==> config.mk <==
export PLATFORM = sky130hd
export DESIGN_NAME = clk_rst_seq
export DESIGN_NICKNAME = d
export VERILOG_FILES = /design/src/rtl/clk_rst_pkg.sv /design/src/rtl/clk_div_ch.sv /design/src/rtl/clk_rst_seq.sv
export SDC_FILE = /design/constraint.sdc
export NUM_CORES = 1
export LEC_CHECK = 0
export ABC_AREA = 1
export CAP_MARGIN = 20
export CELL_PAD_IN_SITES_DETAIL_PLACEMENT = 0
export CELL_PAD_IN_SITES_GLOBAL_PLACEMENT = 1
export CORE_MARGIN = 5
export CORE_UTILIZATION = 30
export CTS_BUF_LIST = sky130_fd_sc_hd__clkbuf_16
export CTS_CLUSTER_SIZE = 24
export DETAILED_ROUTE_END_ITERATION = 8
export PLACE_DENSITY = 0.56
export SYNTH_ARGS = -nofsm -noshare
export SYNTH_HDL_FRONTEND = slang
export SYNTH_SLANG_ARGS = --single-unit
==> constraint.sdc <==
create_clock -name iCLK -period 6.1 [get_ports iCLK]
set_input_delay 1.525 -clock iCLK [delete_from_list [all_inputs] [get_ports iCLK]]
set_output_delay 1.525 -clock iCLK [all_outputs]
set_load 0.02 [all_outputs]
==> src/rtl/clk_rst_pkg.sv <==
// Shared definitions for the clock/reset sequencer: sequencer state encoding
// and default parameter values used by clk_rst_seq and clk_div_ch.
package clk_rst_pkg;

    localparam int DEF_N_CH         = 2;
    localparam int DEF_DIV_W        = 16;
    localparam int DEF_RESET_CYCLES = 16;
    localparam int DEF_SYNC_STAGES  = 2;

    typedef enum logic [1:0] {
        SYNC = 2'd0,
        HOLD = 2'd1,
        RUN  = 2'd2
    } state_e;

endpackage

==> src/rtl/clk_div_ch.sv <==
// One divided-clock channel: period counter, divisor latch, one-cycle tick
// and a registered divided clock. A divisor of 0 behaves as 1.
// start_i marks the entry into RUN; run_i is high for every cycle that stays
// in RUN. Outside both, the channel is held cleared.
module clk_div_ch #(
    parameter int DIV_W = 16
) (
    input  logic             clk_i,
    input  logic             rst_ni,
    input  logic             start_i,
    input  logic             run_i,
    input  logic [DIV_W-1:0] div_i,
    output logic             tick_o,
    output logic             div_clk_o
);

    logic [DIV_W-1:0] cnt_q;
    logic [DIV_W-1:0] div_q;
    logic [DIV_W-1:0] d_eff;
    logic             wrap;
    logic             tick_q;
    logic             clk_q;

    // Effective divisor and end-of-period detection.
    always_comb begin
        d_eff = (div_q == '0) ? DIV_W'(1) : div_q;
        wrap  = (cnt_q == (d_eff - DIV_W'(1)));
    end

    // Counter, divisor latch and registered outputs; a new divisor is only
    // picked up at the period boundary or on entry into RUN.
    always_ff @(posedge clk_i or negedge rst_ni) begin
        if (!rst_ni) begin
            cnt_q  <= '0;
            div_q  <= '0;
            tick_q <= 1'b0;
            clk_q  <= 1'b0;
        end else if (start_i) begin
            cnt_q  <= '0;
            div_q  <= div_i;
            tick_q <= 1'b0;
            clk_q  <= 1'b0;
        end else if (run_i) begin
            tick_q <= wrap;
            clk_q  <= (cnt_q < (d_eff >> 1));
            if (wrap) begin
                cnt_q <= '0;
                div_q <= div_i;
            end else begin
                cnt_q <= cnt_q + DIV_W'(1);
            end
        end else begin
            cnt_q  <= '0;
            tick_q <= 1'b0;
            clk_q  <= 1'b0;
        end
    end

    assign tick_o    = tick_q;
    assign div_clk_o = clk_q;

endmodule

==> src/rtl/clk_rst_seq.sv <==
// Clock/reset sequencer: synchronises the release of an asynchronous reset,
// holds the system reset for RESET_CYCLES, then runs N_CH clock-enable
// dividers. Soft reset via iSOFT_RST is compiled in only when the macro
// CLK_RST_SEQ_SOFT_RST_EN is defined; otherwise the port is ignored.
module clk_rst_seq
    import clk_rst_pkg::*;
#(
    parameter int N_CH         = DEF_N_CH,
    parameter int DIV_W        = DEF_DIV_W,
    parameter int RESET_CYCLES = DEF_RESET_CYCLES,
    parameter int SYNC_STAGES  = DEF_SYNC_STAGES
) (
    input  logic                  iCLK,
    input  logic                  iRESETn,
    input  logic                  iSOFT_RST,
    input  logic [N_CH*DIV_W-1:0] iDIV,
    output logic                  oRESETn,
    output logic [N_CH-1:0]       oTICK,
    output logic [N_CH-1:0]       oDIV_CLK,
    output logic                  oBUSY
);

    localparam int              HOLD_W    = $clog2(RESET_CYCLES + 1);
    localparam logic [HOLD_W-1:0] HOLD_LAST = HOLD_W'(RESET_CYCLES - 1);

    state_e                 state_q;
    logic [HOLD_W-1:0]      hold_q;
    logic                   rstn_q;
    logic [SYNC_STAGES-1:0] sync_q;
    logic                   soft_req;
    logic                   go_run;
    logic                   stay_run;

`ifdef CLK_RST_SEQ_SOFT_RST_EN
    assign soft_req = iSOFT_RST;
`else
    logic unused_soft_rst;
    assign unused_soft_rst = iSOFT_RST;
    assign soft_req        = 1'b0;
`endif

    // Channels load on the HOLD->RUN edge and count while RUN is kept.
    assign go_run   = (state_q == HOLD) && !soft_req && (hold_q == HOLD_LAST);
    assign stay_run = (state_q == RUN) && !soft_req;

    // Reset-release synchronizer: shifts ones in after iRESETn goes high.
    always_ff @(posedge iCLK or negedge iRESETn) begin
        if (!iRESETn) begin
            sync_q <= '0;
        end else begin
            sync_q <= {sync_q[SYNC_STAGES-2:0], 1'b1};
        end
    end

    // Sequencer FSM with registered system reset output.
    always_ff @(posedge iCLK or negedge iRESETn) begin
        if (!iRESETn) begin
            state_q <= SYNC;
            hold_q  <= '0;
            rstn_q  <= 1'b0;
        end else begin
            case (state_q)
                SYNC: begin
                    if (sync_q[SYNC_STAGES-1]) begin
                        state_q <= HOLD;
                        hold_q  <= '0;
                    end
                end
                HOLD: begin
                    if (soft_req) begin
                        hold_q <= '0;
                    end else if (hold_q == HOLD_LAST) begin
                        state_q <= RUN;
                        rstn_q  <= 1'b1;
                    end else begin
                        hold_q <= hold_q + HOLD_W'(1);
                    end
                end
                RUN: begin
                    if (soft_req) begin
                        state_q <= HOLD;
                        hold_q  <= '0;
                        rstn_q  <= 1'b0;
                    end
                end
                default: begin
                    state_q <= SYNC;
                    hold_q  <= '0;
                    rstn_q  <= 1'b0;
                end
            endcase
        end
    end

    assign oRESETn = rstn_q;
    assign oBUSY   = (state_q != RUN);

    for (genvar k = 0; k < N_CH; k++) begin : g_ch
        clk_div_ch #(
            .DIV_W(DIV_W)
        ) u_ch (
            .clk_i    (iCLK),
            .rst_ni   (iRESETn),
            .start_i  (go_run),
            .run_i    (stay_run),
            .div_i    (iDIV[k*DIV_W +: DIV_W]),
            .tick_o   (oTICK[k]),
            .div_clk_o(oDIV_CLK[k])
        );
    end

endmodule
==> flow_results.xml, run 1 <==
<?xml version="1.0" encoding="UTF-8"?>
<metrics>
  <group name="status">
    <metric name="status" unit="">finished clean</metric>
  </group>
  <group name="yosys">
    <metric name="ys.flop_type" unit="">sky130_fd_sc_hd__dfrtp_1</metric>
    <metric name="synth.distinct_cells" unit="">45</metric>
    <metric name="synth_warnings" unit="">0</metric>
    <metric name="seq_area_frac_synth" unit="">0.3361</metric>
    <metric name="yosysMostFrequentCell" unit="">sky130_fd_sc_hd__nand2_1</metric>
    <metric name="synthesis.nets" unit="">845</metric>
    <metric name="synth.top_cells.by_area" unit="">sky130_fd_sc_hd__dfrtp_1, sky130_fd_sc_hd__nand2_1, sky130_fd_sc_hd__nand3_1, sky130_fd_sc_hd__ha_1, sky130_fd_sc_hd__inv_1</metric>
    <metric name="synth-seq-cells" unit="">78</metric>
    <metric name="netlist_area" unit="mm²">0.005807</metric>
    <metric name="synth_largest_type_area_fraction" unit="">0.3361</metric>
    <metric name="async_set_or_reset_flop_fraction_in_the_synthesized_netlist" unit="">1.000</metric>
    <metric name="postSynthCellCount" unit="">776</metric>
    <metric name="synthDominantAreaCellType" unit="">sky130_fd_sc_hd__dfrtp_1</metric>
    <metric name="syn_area_per_cell" unit="µm²">7.483</metric>
    <metric name="synth_enable_flop_cells" unit="">0</metric>
    <metric name="synth_commonest_cells" unit="">sky130_fd_sc_hd__nand2_1, sky130_fd_sc_hd__nand3_1, sky130_fd_sc_hd__inv_1, sky130_fd_sc_hd__dfrtp_1, sky130_fd_sc_hd__nor2_1</metric>
  </group>
  <group name="placement">
    <metric name="buffer_ports.inserted" unit="">39</metric>
    <metric name="post-dp-hpwl" unit="mm">12.65</metric>
    <metric name="placed_cells_incl_taps" unit="">1058</metric>
    <metric name="cell_area_after_placement" unit="mm²">0.006410</metric>
    <metric name="placer_congestion" unit="">0.8248</metric>
  </group>
  <group name="timing">
    <metric name="finalHoldViolations" unit="">0</metric>
    <metric name="max_slew.worst_pin.slew" unit="ps">763.9</metric>
    <metric name="hold_ws" unit="ps">354.5</metric>
    <metric name="setup_total_negative_slack" unit="ps">0</metric>
    <metric name="final_max_slew_viol_count" unit="">0</metric>
    <metric name="final.setup_skew" unit="ps">10.43</metric>
    <metric name="finalSetupViolCount" unit="">0</metric>
    <metric name="achievable-frequency" unit="GHz">0.2801</metric>
    <metric name="grt_setup_unrepaired" unit="">false</metric>
    <metric name="period_minus_slack" unit="ps">3570</metric>
    <metric name="max_slew_margin" unit="">0.4907</metric>
    <metric name="min_period_over_period" unit="">0.5853</metric>
  </group>
  <group name="floorplan">
    <metric name="io_pins" unit="">41</metric>
    <metric name="dieArea" unit="mm²">0.02224</metric>
    <metric name="fp.dieH" unit="µm">149.1</metric>
    <metric name="initial_utilization" unit="">0.3074</metric>
    <metric name="die_w" unit="µm">149.1</metric>
    <metric name="placement_rows" unit="">50</metric>
    <metric name="core_region_area" unit="mm²">0.01889</metric>
  </group>
  <group name="worst_setup_path">
    <metric name="reg2reg_depth" unit="">20</metric>
    <metric name="ff2ff_setup_slack" unit="ps">2710</metric>
    <metric name="critPathMaxStageDelay" unit="ps">580</metric>
    <metric name="crit_path_cell_trace" unit="">nor2_2 &gt; clkinv_1 &gt; clkdlybuf4s50_1</metric>
    <metric name="cp.required" unit="ps">4580</metric>
    <metric name="crit_path_class" unit="">reg2out</metric>
    <metric name="crit_path_end" unit="">oBUSY</metric>
    <metric name="cp_max_fo" unit="">6</metric>
    <metric name="critical_path_buf_inv_count" unit="">2</metric>
    <metric name="cp-end-kind" unit="">output pin</metric>
    <metric name="critical_path.reg2reg.endpoint" unit="">g_ch[1].u_ch.div_q[13]</metric>
    <metric name="cp_num_cells" unit="">3</metric>
    <metric name="timing.critical_path.from_type" unit="">flop</metric>
    <metric name="critPathSlowestCell" unit="">sky130_fd_sc_hd__clkdlybuf4s50_1</metric>
    <metric name="critical_path.startpoint" unit="">state_q[0]</metric>
    <metric name="critical_path.reg2reg.startpoint" unit="">g_ch[1].u_ch.div_q[13]</metric>
    <metric name="critical_path.top_delay_family" unit="">buffers and inverters</metric>
    <metric name="worst-endpoint-arrival" unit="ps">2050</metric>
  </group>
  <group name="drt">
    <metric name="remaining_drc_errors" unit="">0</metric>
    <metric name="via_per_inst" unit="">4.770</metric>
    <metric name="totalWireLength" unit="mm">16.79</metric>
    <metric name="drt-pass1-iter-count" unit="">5</metric>
    <metric name="detail-route-antenna-nets" unit="">0</metric>
    <metric name="vias" unit="">5123</metric>
    <metric name="avgRoutedWirePerCell" unit="µm">15.63</metric>
    <metric name="initialDrtViolationCount" unit="">310</metric>
  </group>
  <group name="clock_network">
    <metric name="cts_bufs_inserted" unit="">9</metric>
    <metric name="cts_max_level" unit="">3</metric>
    <metric name="tritoncts" unit="">done</metric>
    <metric name="clock-root-buffer" unit="">sky130_fd_sc_hd__clkbuf_16</metric>
    <metric name="post_cts_hold_buffer_count" unit="">0</metric>
    <metric name="clk_transition_reported_paths" unit="ps">70</metric>
    <metric name="cts.sinks" unit="">78</metric>
    <metric name="post_cts_buffers" unit="">0</metric>
    <metric name="clock_tree.buffer_depth" unit="">2</metric>
    <metric name="clk-insertion-delay-late" unit="ps">350</metric>
    <metric name="post_cts_resized" unit="">0</metric>
  </group>
  <group name="layout">
    <metric name="antenna_cells_inserted" unit="">0</metric>
    <metric name="layout.cell_area.non_filler" unit="mm²">0.006701</metric>
    <metric name="layout-area-overhead-vs-synth" unit="%">15.41</metric>
    <metric name="drive_gt1_frac" unit="">0.07248</metric>
    <metric name="fin_nets" unit="">878</metric>
    <metric name="layoutNonFillerInstCount" unit="">1074</metric>
  </group>
  <group name="power">
    <metric name="fin_total_pwr" unit="µW">2313</metric>
    <metric name="vdd_drop_max" unit="mV">0.1374</metric>
    <metric name="static-leakage-power" unit="µW">0.003143</metric>
    <metric name="p_per_area" unit="mW/mm²">345.2</metric>
  </group>
  <group name="run">
    <metric name="cap_viol_max_count" unit="">0</metric>
  </group>
  <group name="global_route">
    <metric name="grt_first_pass_wirelength" unit="mm">27.57</metric>
    <metric name="grt.overflow.total" unit="">0</metric>
    <metric name="antenna_found_initial" unit="">0</metric>
    <metric name="maximum_number_of_pins_on_one_net_before_global_route_repair" unit="">60</metric>
    <metric name="first_global_vias" unit="">5089</metric>
    <metric name="grt_util_all_layers" unit="">0.1570</metric>
  </group>
  <group name="hold_path">
    <metric name="hold_path_class" unit="">reg2reg</metric>
  </group>
</metrics>
state kept, by name (all words and copies together) (netlist names):
| register | flops |
|---|---|
| hold_q | 5 |
| g_ch.u_ch.cnt_q | 32 |
| g_ch.u_ch.tick_o | 2 |
| g_ch.u_ch.div_clk_o | 2 |
| oRESETn | 1 |
| g_ch.u_ch.div_q | 32 |
| sync_q | 2 |
| state_q | 2 |
report_power, final:
| part | leakage (µW) | internal [µW] | switching (µW) |
|---|---|---|---|
| sequential | 0.000982 | 647 | 192 |
| combinational | 0.00202 | 369 | 559 |
| clock | 0.000140 | 314 | 232 |
cell usage in the layout (no fill, tap or decap), types with 6 or more instances in the layout:
cell type | synthesis | final
sky130_fd_sc_hd__a21oi_1 | 17 | 17
sky130_fd_sc_hd__clkbuf_16 | 0 | 9
sky130_fd_sc_hd__clkdlybuf4s50_1 | 0 | 38
sky130_fd_sc_hd__dfrtp_1 | 78 | 78
sky130_fd_sc_hd__ha_1 | 34 | 34
sky130_fd_sc_hd__inv_1 | 82 | 83
sky130_fd_sc_hd__nand2_1 | 178 | 178
sky130_fd_sc_hd__nand3_1 | 119 | 119
sky130_fd_sc_hd__nand3_2 | 6 | 6
sky130_fd_sc_hd__nand4_1 | 13 | 13
sky130_fd_sc_hd__nor2_1 | 64 | 64
sky130_fd_sc_hd__nor2_2 | 8 | 8
sky130_fd_sc_hd__nor3_1 | 41 | 41
sky130_fd_sc_hd__o21ai_0 | 6 | 6
sky130_fd_sc_hd__xnor2_1 | 16 | 16
sky130_fd_sc_hd__xor2_1 | 29 | 29
metal layers:
layer | GRT usage | wire length (µm) | part of all wire
met5 | 0 | 0 | 0
met4 | 0.04302 | 210 | 0.013
met3 | 0.02340 | 680 | 0.041
met2 | 0.2378 | 7215 | 0.43
met1 | 0.2326 | 8682 | 0.52
how the worst min path moves through the flow:
| stage | from | endpoint | slack, ps | cells past startpoint |
|---|---|---|---|---|
| 6_report | sync_q[0] | sync_q[1] | 350 | 0 |
| 5_1_grt | sync_q[0] | sync_q[1] | 380 | 0 |
| 4_1_cts | sync_q[0] | sync_q[1] | 360 | 0 |
| 3_5_place_dp | sync_q[0] | sync_q[1] | 340 | 0 |
| 3_3_place_gp | sync_q[0] | sync_q[1] | 340 | 0 |
| 2_1_floorplan | sync_q[0] | sync_q[1] | 330 | 0 |
final cells by class:
cell class | instances | area (µm²)
clock buffers | 9 | 225.2
repair buffers | 43 | 417.9
well taps | 260 | 325.3
clock inverters | 7 | 66.31
fillers | 2075 | 12190
flip-flops and latches | 78 | 1952
inverters | 89 | 334.1
multi-input cells | 588 | 3381
cell families after synthesis:
family,synth area share
AO/OA/AOI/OAI,0.04503
XOR/XNOR,0.08619
adder cells (fa/ha/maj),0.07326
buffers and inverters,0.08166
flip-flops,0.3361
multiplexers,0.001724
other,0.0006458
AND/OR/NAND/NOR,0.3754
per-stage QoR:
step,setup WS (ps),utilization
finish,2530,0.3547
global route,2270,0.3547
CTS,2417,0.3547
detailed placement,2690,0.3393
global placement,2709,0.3393
floorplan,3443,-
worst reg2reg max path, cell delays in order, from the launching register on:
cell and delay [ps]:
sky130_fd_sc_hd__dfrtp_1 450, sky130_fd_sc_hd__nor2_1 250, sky130_fd_sc_hd__nand2_1 100, sky130_fd_sc_hd__nor2_2 150
sky130_fd_sc_hd__nand2_4 120, sky130_fd_sc_hd__nand2_1 100, sky130_fd_sc_hd__inv_1 40, sky130_fd_sc_hd__ha_1 250
sky130_fd_sc_hd__nand2_2 150, sky130_fd_sc_hd__nor2_1 90, sky130_fd_sc_hd__nand2_1 110, sky130_fd_sc_hd__clkinv_1 110
sky130_fd_sc_hd__nand2_1 90, sky130_fd_sc_hd__nand3_1 70, sky130_fd_sc_hd__nand2_1 110, sky130_fd_sc_hd__nand3_1 100
sky130_fd_sc_hd__nor2_2 140, sky130_fd_sc_hd__nand3_2 100, sky130_fd_sc_hd__nand2_2 510, sky130_fd_sc_hd__nand3_1 200
sky130_fd_sc_hd__nand2_1 110
Power figures use the tool's default switching activity.
==> run 2: changes to the inputs <==
==> constraint.sdc (replaced) <==
create_clock -name iCLK -period 3.4 [get_ports iCLK]
set_input_delay 0.85 -clock iCLK [delete_from_list [all_inputs] [get_ports iCLK]]
set_output_delay 0.85 -clock iCLK [all_outputs]
set_load 0.02 [all_outputs]
==> run 2 against run 1 <==
  * Global-route usage up 0.34 points
  * Cell count up 1.8%
  * Register-to-register slack worse by 2400 ps
  * Sequential share of layout area down 0.96 points
  * Die area unchanged
  * Final area up 3.4%
  * Clock skew down 2.6 ps
  * Combinational power up 110%
  * Clock-buffer cell count unchanged
  * Routed wire length up 2.7%
  * Core utilization up 1.2 points
  * Clock power up 94%
  * Critical path type is now reg2reg
  * Critical endpoint is now g_ch[0].u_ch.div_q[13]
  * Largest cell class unchanged
==> flow_results.xml, run 2 (same netlist as run 1, synthesis figures left out) <==
<?xml version="1.0" encoding="UTF-8"?>
<metrics>
  <group name="layout">
    <metric name="drive_gt1_frac" unit="">0.09964</metric>
    <metric name="antenna_cells_inserted" unit="">0</metric>
    <metric name="fin_nets" unit="">898</metric>
    <metric name="layout-area-overhead-vs-synth" unit="%">19.33</metric>
    <metric name="layout_common_cells" unit="">sky130_fd_sc_hd__nand2_1, sky130_fd_sc_hd__nand3_1, sky130_fd_sc_hd__inv_1, sky130_fd_sc_hd__dfrtp_1, sky130_fd_sc_hd__nor2_1</metric>
    <metric name="layout.cell_area.non_filler" unit="mm²">0.006929</metric>
    <metric name="layout_top_registers" unit="">g_ch.u_ch.cnt_q (32), g_ch.u_ch.div_q (32), hold_q (5)</metric>
    <metric name="mostFrequentLayoutCell" unit="">sky130_fd_sc_hd__nand2_1</metric>
  </group>
  <group name="timing">
    <metric name="period_minus_slack" unit="ps">3067</metric>
    <metric name="hold_ws" unit="ps">353.6</metric>
    <metric name="final.setup_skew" unit="ps">7.864</metric>
    <metric name="timing.final.ws_setup" unit="ps">333.3</metric>
    <metric name="max_slew.worst_pin.slew" unit="ps">747.8</metric>
    <metric name="max_slew_margin" unit="">0.5015</metric>
    <metric name="final_max_slew_viol_count" unit="">0</metric>
    <metric name="min_period_over_period" unit="">0.9020</metric>
    <metric name="achievable-frequency" unit="GHz">0.3261</metric>
    <metric name="grt_setup_unrepaired" unit="">false</metric>
    <metric name="setup_total_negative_slack" unit="ps">0</metric>
    <metric name="finalHoldViolations" unit="">0</metric>
    <metric name="finalSetupViolCount" unit="">0</metric>
  </group>
  <group name="floorplan">
    <metric name="initial_utilization" unit="">0.3074</metric>
    <metric name="io_pins" unit="">41</metric>
    <metric name="placement_rows" unit="">50</metric>
    <metric name="dieArea" unit="mm²">0.02224</metric>
    <metric name="die_w" unit="µm">149.1</metric>
    <metric name="core_region_area" unit="mm²">0.01889</metric>
    <metric name="fp.dieH" unit="µm">149.1</metric>
  </group>
  <group name="global_route">
    <metric name="grt.overflow.total" unit="">0</metric>
    <metric name="antenna_found_initial" unit="">0</metric>
    <metric name="maximum_number_of_pins_on_one_net_before_global_route_repair" unit="">57</metric>
    <metric name="grt_first_pass_wirelength" unit="mm">27.98</metric>
    <metric name="grt_util_all_layers" unit="">0.1604</metric>
    <metric name="first_global_vias" unit="">5194</metric>
  </group>
  <group name="run">
    <metric name="cap_viol_max_count" unit="">0</metric>
  </group>
  <group name="worst_setup_path">
    <metric name="critical_path.reg2reg.startpoint" unit="">g_ch[0].u_ch.div_q[7]</metric>
    <metric name="critical_path.startpoint" unit="">g_ch[0].u_ch.div_q[7]</metric>
    <metric name="critical_path.reg2reg.endpoint" unit="">g_ch[0].u_ch.div_q[13]</metric>
    <metric name="ff2ff_setup_slack" unit="ps">330</metric>
    <metric name="worst-endpoint-arrival" unit="ps">3350</metric>
    <metric name="cp-end-kind" unit="">flop</metric>
    <metric name="cp_max_fo" unit="">31</metric>
    <metric name="reg2reg_depth" unit="">21</metric>
    <metric name="crit_path_class" unit="">reg2reg</metric>
    <metric name="crit_path_end" unit="">g_ch[0].u_ch.div_q[13]</metric>
    <metric name="cp.required" unit="ps">3690</metric>
    <metric name="timing.critical_path.from_type" unit="">flop</metric>
  </group>
  <group name="power">
    <metric name="static-leakage-power" unit="µW">0.003261</metric>
    <metric name="p_per_area" unit="mW/mm²">637.4</metric>
    <metric name="vdd_drop_max" unit="mV">0.2556</metric>
    <metric name="fin_total_pwr" unit="µW">4417</metric>
  </group>
  <group name="drt">
    <metric name="via_per_inst" unit="">4.811</metric>
    <metric name="remaining_drc_errors" unit="">0</metric>
    <metric name="avgRoutedWirePerCell" unit="µm">15.77</metric>
    <metric name="drt-pass1-iter-count" unit="">5</metric>
    <metric name="detail-route-antenna-nets" unit="">0</metric>
    <metric name="initialDrtViolationCount" unit="">308</metric>
    <metric name="vias" unit="">5258</metric>
    <metric name="totalWireLength" unit="mm">17.24</metric>
  </group>
  <group name="clock_network">
    <metric name="clock_tree.buffer_depth" unit="">2</metric>
    <metric name="clk-insertion-delay-late" unit="ps">350</metric>
    <metric name="cts_max_level" unit="">3</metric>
    <metric name="post_cts_resized" unit="">0</metric>
    <metric name="clk_transition_reported_paths" unit="ps">70</metric>
    <metric name="cts.sinks" unit="">78</metric>
    <metric name="post_cts_hold_buffer_count" unit="">0</metric>
    <metric name="cts_bufs_inserted" unit="">9</metric>
    <metric name="post_cts_buffers" unit="">0</metric>
    <metric name="clock-root-buffer" unit="">sky130_fd_sc_hd__clkbuf_16</metric>
    <metric name="tritoncts" unit="">done</metric>
  </group>
  <group name="placement">
    <metric name="buffer_ports.inserted" unit="">39</metric>
    <metric name="post-dp-hpwl" unit="mm">13.49</metric>
    <metric name="detailedPlace.worstSlack" unit="ps">214.2</metric>
    <metric name="cell_area_after_placement" unit="mm²">0.006598</metric>
    <metric name="placer_congestion" unit="">0.8542</metric>
  </group>
  <group name="status">
    <metric name="status" unit="">finished clean</metric>
  </group>
  <group name="hold_path">
    <metric name="hold_path_class" unit="">reg2reg</metric>
  </group>
</metrics>
==> run 2: through the flow <==
step	utilization	cells
2_1_floorplan	-	776
3_3_place_gp	0.3492	1078
3_5_place_dp	0.3492	1078
4_1_cts	0.3658	1093
5_1_grt	0.3668	1093
6_report	0.3668	1093
==> run 2: final cells by class <==
cell class,instances,area [µm²]
clock buffers,9,225.2
clock inverters,6,88.84
fillers,2032,11960
inverters,89,334.1
multi-input cells,588,3398
flip-flops and latches,78,1952
well taps,260,325.3
repair buffers,63,605.6
==> run 2: routing by layer <==
metal,part of all wire,track usage
met4,0.013,0.04348
met2,0.42,0.2426
met1,0.52,0.2386
met5,0,0
met3,0.038,0.02340
==> run 2: worst min path at each step <==
stage / start / to / slack [ps] / depth (start not counted)
floorplan: sync_q[0] / sync_q[1] / 330 / 0
global placement: sync_q[0] / sync_q[1] / 330 / 0
detailed placement: sync_q[0] / sync_q[1] / 340 / 0
CTS: sync_q[0] / sync_q[1] / 360 / 0
global route: sync_q[0] / sync_q[1] / 370 / 0
finish: sync_q[0] / sync_q[1] / 350 / 0
==> run 2: critical path: stages, from the launching register on <==
cell	delay, ps
sky130_fd_sc_hd__dfrtp_1	390
sky130_fd_sc_hd__nor2_1	230
sky130_fd_sc_hd__nand2_1	160
sky130_fd_sc_hd__nor2_4	190
sky130_fd_sc_hd__nand2_4	110
sky130_fd_sc_hd__nand2_1	100
sky130_fd_sc_hd__inv_2	70
sky130_fd_sc_hd__ha_1	220
sky130_fd_sc_hd__nand2_1	190
sky130_fd_sc_hd__nor2_2	100
sky130_fd_sc_hd__nand2_1	80
sky130_fd_sc_hd__nand2_1	60
sky130_fd_sc_hd__nand3b_1	90
sky130_fd_sc_hd__nand2_1	60
sky130_fd_sc_hd__inv_1	50
sky130_fd_sc_hd__nand3_1	110
sky130_fd_sc_hd__nor2_2	190
sky130_fd_sc_hd__nand3_2	120
sky130_fd_sc_hd__nand2_2	90
sky130_fd_sc_hd__buf_12	200
sky130_fd_sc_hd__nand3_1	110
sky130_fd_sc_hd__nand2_1	70
==> run 2: power by group <==
part | switching [µW] | internal (µW) | total [µW]
Clock | 419 | 640 | 1060
Sequential | 249 | 1160 | 1410
Combinational | 1160 | 789 | 1950
